--- src/rtl/mdu_ctrl.sv ---
// mdu_ctrl: multiply/divide controller and iterative datapath; owns HI/LO.
//
// MULT/MULTU use shift-add over a 2*DATA_W accumulator, DIV/DIVU use
// restoring division. Both work on magnitudes for one bit per CALC cycle,
// then a single FIX cycle applies the result signs and writes HI/LO.
//
// Ports:
//   clk, rst             clock, synchronous active-high reset
//   issue_vld/issue_op   request: 0=MULT 1=MULTU 2=DIV 3=DIVU
//   rs_val, rt_val       multiplicand/dividend, multiplier/divisor
//   mf_req, mf_sel       MFHI/MFLO request; mf_sel 0=LO 1=HI (also for MT)
//   mf_data              combinational HI/LO read, meaningful when stall=0
//   mt_vld, mt_data      MTHI/MTLO write, taken only while idle
//   flush                abort: back to IDLE, HI/LO untouched, no accept
//   busy, stall          op in flight; execute must hold
//   div_zero             sticky flag for the last accepted divide
//   dbg_state            current FSM state (IDLE=0, CALC=1, FIX=2)
//
// Handshake: a request (issue/mf/mt) is consumed on a rising edge only
// while busy=0; while busy=1 stall is raised combinationally and the
// requester must hold its request until stall drops.
//
// Optional build macro MDU_EARLY_OUT_EN: multiply CALC stops as soon as
// no multiplier bits remain (minimum 1 cycle). Divide is unaffected.
module mdu_ctrl #(
  parameter int                DATA_W   = 32,
  parameter logic [DATA_W-1:0] HILO_RST = '0
) (
  input  logic              clk,
  input  logic              rst,
  input  logic              issue_vld,
  input  logic [1:0]        issue_op,
  input  logic [DATA_W-1:0] rs_val,
  input  logic [DATA_W-1:0] rt_val,
  input  logic              mf_req,
  input  logic              mf_sel,
  output logic [DATA_W-1:0] mf_data,
  input  logic              mt_vld,
  input  logic [DATA_W-1:0] mt_data,
  input  logic              flush,
  output logic              busy,
  output logic              stall,
  output logic              div_zero,
  output logic [1:0]        dbg_state
);

  localparam int CNT_W = $clog2(DATA_W) + 1;

  typedef enum logic [1:0] {IDLE = 2'd0, CALC = 2'd1, FIX = 2'd2} state_t;

  state_t                state_q, state_d;
  logic [CNT_W-1:0]      cnt_q, cnt_d;
  logic [DATA_W-1:0]     hi_q, hi_d, lo_q, lo_d;
  // Multiply: acc = running product. Divide: acc = {remainder, dividend/quotient}.
  logic [2*DATA_W-1:0]   acc_q, acc_d;
  // Multiply: shifted multiplicand. Divide: divisor in the low half.
  logic [2*DATA_W-1:0]   mcand_q, mcand_d;
  logic [DATA_W-1:0]     mplier_q, mplier_d;
  logic                  is_div_q, is_div_d;
  logic                  neg_q, neg_d;     // product / quotient negative
  logic                  rneg_q, rneg_d;   // remainder negative
  logic                  div_zero_q, div_zero_d;

  logic                  signed_op, rs_neg, rt_neg;
  logic [DATA_W-1:0]     rs_mag, rt_mag;
  logic [DATA_W:0]       rem_sh;
  logic [DATA_W-1:0]     rem_sub;
  logic                  div_ge;
  logic                  last_calc;
  logic [2*DATA_W-1:0]   prod_fix;
  logic [DATA_W-1:0]     quot_fix, rem_fix;

  always_comb begin
    state_d    = state_q;
    cnt_d      = cnt_q;
    hi_d       = hi_q;
    lo_d       = lo_q;
    acc_d      = acc_q;
    mcand_d    = mcand_q;
    mplier_d   = mplier_q;
    is_div_d   = is_div_q;
    neg_d      = neg_q;
    rneg_d     = rneg_q;
    div_zero_d = div_zero_q;

    signed_op = ~issue_op[0];
    rs_neg    = signed_op & rs_val[DATA_W-1];
    rt_neg    = signed_op & rt_val[DATA_W-1];
    rs_mag    = rs_neg ? -rs_val : rs_val;
    rt_mag    = rt_neg ? -rt_val : rt_val;

    // One restoring-division step: shift the next dividend bit into the
    // remainder and subtract the divisor if it fits.
    rem_sh  = {acc_q[2*DATA_W-1:DATA_W], acc_q[DATA_W-1]};
    div_ge  = rem_sh >= {1'b0, mcand_q[DATA_W-1:0]};
    rem_sub = rem_sh[DATA_W-1:0] - mcand_q[DATA_W-1:0];

    last_calc = (cnt_q == CNT_W'(DATA_W - 1));
`ifdef MDU_EARLY_OUT_EN
    // Bits already consumed are shifted out, so once the multiplier's
    // upper bits are zero this is the last bit that can add anything.
    if (!is_div_q && (mplier_q[DATA_W-1:1] == '0)) last_calc = 1'b1;
`endif

    prod_fix = neg_q  ? -acc_q                   : acc_q;
    quot_fix = neg_q  ? -acc_q[DATA_W-1:0]        : acc_q[DATA_W-1:0];
    rem_fix  = rneg_q ? -acc_q[2*DATA_W-1:DATA_W] : acc_q[2*DATA_W-1:DATA_W];

    if (flush) begin
      state_d = IDLE;
    end else begin
      unique case (state_q)
        IDLE: begin
          if (issue_vld) begin
            state_d  = CALC;
            cnt_d    = '0;
            is_div_d = issue_op[1];
            neg_d    = rs_neg ^ rt_neg;
            rneg_d   = rs_neg;
            if (issue_op[1]) begin
              acc_d      = {{DATA_W{1'b0}}, rs_mag};
              mcand_d    = {{DATA_W{1'b0}}, rt_mag};
              div_zero_d = (rt_val == '0);
            end else begin
              acc_d    = '0;
              mcand_d  = {{DATA_W{1'b0}}, rs_mag};
              mplier_d = rt_mag;
            end
          end else if (mt_vld) begin
            if (mf_sel) hi_d = mt_data;
            else        lo_d = mt_data;
          end
        end
        CALC: begin
          cnt_d = cnt_q + 1'b1;
          if (is_div_q) begin
            acc_d = div_ge ? {rem_sub, acc_q[DATA_W-2:0], 1'b1}
                           : {acc_q[2*DATA_W-2:0], 1'b0};
          end else begin
            if (mplier_q[0]) acc_d = acc_q + mcand_q;
            mcand_d  = mcand_q << 1;
            mplier_d = mplier_q >> 1;
          end
          if (last_calc) state_d = FIX;
        end
        FIX: begin
          state_d = IDLE;
          if (is_div_q) begin
            hi_d = rem_fix;
            lo_d = quot_fix;
          end else begin
            hi_d = prod_fix[2*DATA_W-1:DATA_W];
            lo_d = prod_fix[DATA_W-1:0];
          end
        end
        default: state_d = IDLE;
      endcase
    end
  end

  always_ff @(posedge clk) begin
    if (rst) begin
      state_q    <= IDLE;
      cnt_q      <= '0;
      hi_q       <= HILO_RST;
      lo_q       <= HILO_RST;
      acc_q      <= '0;
      mcand_q    <= '0;
      mplier_q   <= '0;
      is_div_q   <= 1'b0;
      neg_q      <= 1'b0;
      rneg_q     <= 1'b0;
      div_zero_q <= 1'b0;
    end else begin
      state_q    <= state_d;
      cnt_q      <= cnt_d;
      hi_q       <= hi_d;
      lo_q       <= lo_d;
      acc_q      <= acc_d;
      mcand_q    <= mcand_d;
      mplier_q   <= mplier_d;
      is_div_q   <= is_div_d;
      neg_q      <= neg_d;
      rneg_q     <= rneg_d;
      div_zero_q <= div_zero_d;
    end
  end

  assign busy      = (state_q != IDLE);
  assign stall     = busy & (issue_vld | mf_req | mt_vld);
  assign mf_data   = mf_sel ? hi_q : lo_q;
  assign div_zero  = div_zero_q;
  assign dbg_state = state_q;

endmodule

--- config.mk ---
export PLATFORM = sky130hd
export DESIGN_NAME = mdu_ctrl
export DESIGN_NICKNAME = d
export VERILOG_FILES = /design/src/rtl/mdu_ctrl.sv
export SDC_FILE = /design/constraint.sdc
export NUM_CORES = 1
export LEC_CHECK = 0
export ABC_AREA = 0
export CAP_MARGIN = 20
export CORE_ASPECT_RATIO = 1.75
export CORE_MARGIN = 2
export CORE_UTILIZATION = 40
export CTS_BUF_LIST = sky130_fd_sc_hd__clkbuf_8
export CTS_CLUSTER_DIAMETER = 50
export DETAILED_ROUTE_END_ITERATION = 16
export HOLD_SLACK_MARGIN = 0.03
export PLACE_DENSITY = 0.64
export SETUP_SLACK_MARGIN = 0.1
export SLEW_MARGIN = 20
export SYNTH_ARGS = -nofsm -noshare
export SYNTH_HDL_FRONTEND = slang
export SYNTH_SLANG_ARGS = --single-unit
--- constraint.sdc ---
create_clock -name clk -period 9.4 [get_ports clk]
set_clock_uncertainty 0.2 [all_clocks]
set_input_delay 0.94 -clock clk [delete_from_list [all_inputs] [get_ports clk]]
set_output_delay 0.94 -clock clk [all_outputs]
set_load 0.02 [all_outputs]
==> run metrics <==
post-cts gate resize count=0; Adder-Cell Fraction of Synth Area=6.71%; Slew HR=26.5%; footprint of the multi-input gates=13600 sq um; Synth async-reset ratio=0%; most frequent cells in the layout=nor2_1, a21oi_1, dfxtp_1; Vert. Die Dim=294 um; Final Hold Vio Count=0; Starting Density=40.4%; Die Width=170 um; CP Cell Sequence=ha_1, a21oi_1, nand3b_1, o31ai_1, o21ai_0, buf_4, a211o_1, a21oi_4, buf_4, clkinv_1, o21ai_0, o22ai_1, a22o_1; sequential-to-total area share from yosys stat=24.6%; maximum fanout along the worst path=49; Routed WL=78300 um; Yosys warning count=0; P_leak=8.66 nW; Final Slew Violations=0; H-tree lvl count=2; Synth cell types=71; Final min period=4.46 ns; Arrival @ worst endpoint=4.76 ns; initial antenna violation count=1; Final setup viols=0; Fillers=4796; FMAX=224 MHz; CP max stage delay=0.66 ns; GP Congestion=0.998; Reg area=4730 sq um; Crit Path Class=reg -> reg; TritonRoute pass-1 iters=7; antenna-violating nets left=0; CTS sink cnt=236; first-pass GRT wire length=117000 um; Non-Filler Instances=3301; Core Box Area=47600 sq um; number of global-route vias before repair=20.2k; Max Cap Violations=0; Post-Syn Area=19200 sq um; DRC violations left=0; Tot Pwr=0.00292 W; Synth Area in Compound Gates=31.1%; Worst VDD drop=0.0000844 V; Vias=20.6k; Core Rows=106; total track usage=30.4%; Longest Clk Path Bufs=3; WP data required=9.70 ns; area grow syn2layout=14.9%; RSZ-0062 raised after global routing=false; Worst-path clk slew=0.06 ns; worst slew pin tran=1.09 ns; period utilisation layout=47.4%; critical path's slowest cell=dfxtp_1; CTS tree=built; vias per inst=6.24; drt wl/cell=23.7 um; Hold WS=0.253 ns; 1st-iter DRT viols=1638; Mean Syn Cell Area=7.32 sq um; die area=49900 sq um; clk_lat worst skew=0.62 ns; post-layout util=46.4%; Syn Nets=2836; Syn Inst Count=2629; area share of xor/xnor cells in the synthesized design=9.15%; Post-synth EDFFs=0; postcts setup bufs=0; DP HPWL=60500 um; # placed instances=3228; grt ovf=0; min-delay worst type=reg -> reg; post-synthesis mux area share=3.18%; CP endpoint kind=flip-flop; Synth Flop Type=dfxtp_1; largest family of logic cells by synthesized area=compound AO/OA/AOI/OAI gates; Port Buf Inserts=141; most common cell after layout, fill and taps aside=nor2_1; Sum Neg Setup Slack=0 ns; Inserted Clock Buffers=42; nets@finish=2885; Clock Root Buffer=clkbuf_8; Power per Cell Area=132 nW/um^2; status=complete, no violations; Setup crit start kind=flip-flop; I/O pin cnt=142; fraction of layout cells with a size suffix above 1=6.36%; simple-gate share of the synthesized area=20.4%; Hold-fix buffers, CTS=0; Yosys reg bits=236; largest net degree at the start of global routing=87
[critical path: cells and delay by family (launching register included)]
family	cells	cell delay [ns]
flops	1	0.66
fa+ha+maj	1	0.39
simple gates	1	0.16
buf+inv	3	1.22
compound gates	8	1.73
[final cells by class]
cell class,count,area share [%]
inverter,69,1.17
tap,594,3.36
multi-input combinational,2144,61.7
timing repair buffer,185,7.86
clock buffer,49,3.05
clock inverter,23,1.40
sequential,236,21.4
antenna,1,0.0113
[per-stage QoR]
stage | worst slack, ns | area [sq um]
after floorplan | 5.63 | 19200
after detailed placement | 4.48 | 21100
after global placement | 4.51 | 21100
after CTS | 4.92 | 22100
after global routing | 4.67 | 22100
final | 4.94 | 22100
[worst paths after layout]
check / startpoint / end / slack [ns] / cells past startpoint
worst max-delay path: acc_q[38] / acc_q[62] / 4.94 / 13
worst max register to register: acc_q[38] / acc_q[62] / 4.94 / 13
worst min register to register: lo_q[7] / lo_q[7] / 0.25 / 2
worst min-delay path: lo_q[7] / lo_q[7] / 0.25 / 2
[sequential cells by signal (all words and copies together) (netlist names)]
signal     count
acc_q         64
mcand_q       64
hi_q          32
lo_q          32
mplier_q      32
cnt_q          6
dbg_state      2
div_zero       1
is_div_q       1
neg_q          1
rneg_q         1
[kinds of logic (layout without fill, tap and decap cells)]
group                      Yosys count  after routing
DFF                                236            236
xor gates and xnor gates           201            201
muxes                               57             57
other                                0              1
AOI/OAI and AO/OA                  920            920
and+or+nand+nor                    864            864
adders and majority gates          102            102
buffers and inverters              249            326
[synthesized netlist by cell type, drive strengths merged (12+ instances only)]
cell	count	area share [%]
mux2i	24	1.2
mux2	33	1.9
nor3	65	1.7
xnor2	103	4.7
o211ai	33	1.3
or3	27	0.88
nor2	355	6.9
o21bai	21	0.82
o31ai	29	1.1
nand2	214	4.2
o221ai	13	0.59
or4	12	0.51
dfxtp	236	25
o41ai	14	0.73
ha	100	6.5
inv	68	1.3
clkbuf	170	3.3
a21o	64	2.5
a31oi	25	0.81
a21oi	272	7.1
nor4	21	0.68
nor2b	26	0.85
a211oi	140	5.5
nand2b	22	0.72
a22oi	48	1.9
o21a	15	0.59
nand4	30	0.98
nand3	42	1.1
a221oi	15	0.68
o21ai	152	4.0
a311oi	20	0.91
xor2	98	4.5
[power by group]
group          leakage, nW  internal [W]  switching [W]  total (W)
sequential            1.92       0.00104      0.0000528    0.00109
clock                0.531      0.000675       0.000496    0.00117
combinational         6.21      0.000245       0.000413   0.000658
[layer usage]
metal  up-vias  routed length (um)  GRT usage (%)
met5         -                   0              0
met4         0                7370           24.9
met3       267                3540           3.42
met2       781               39300           55.3
met1      9805               28100           31.1
li1       9731                   -              -
No activity file was read; power rests on OpenSTA's default activity.
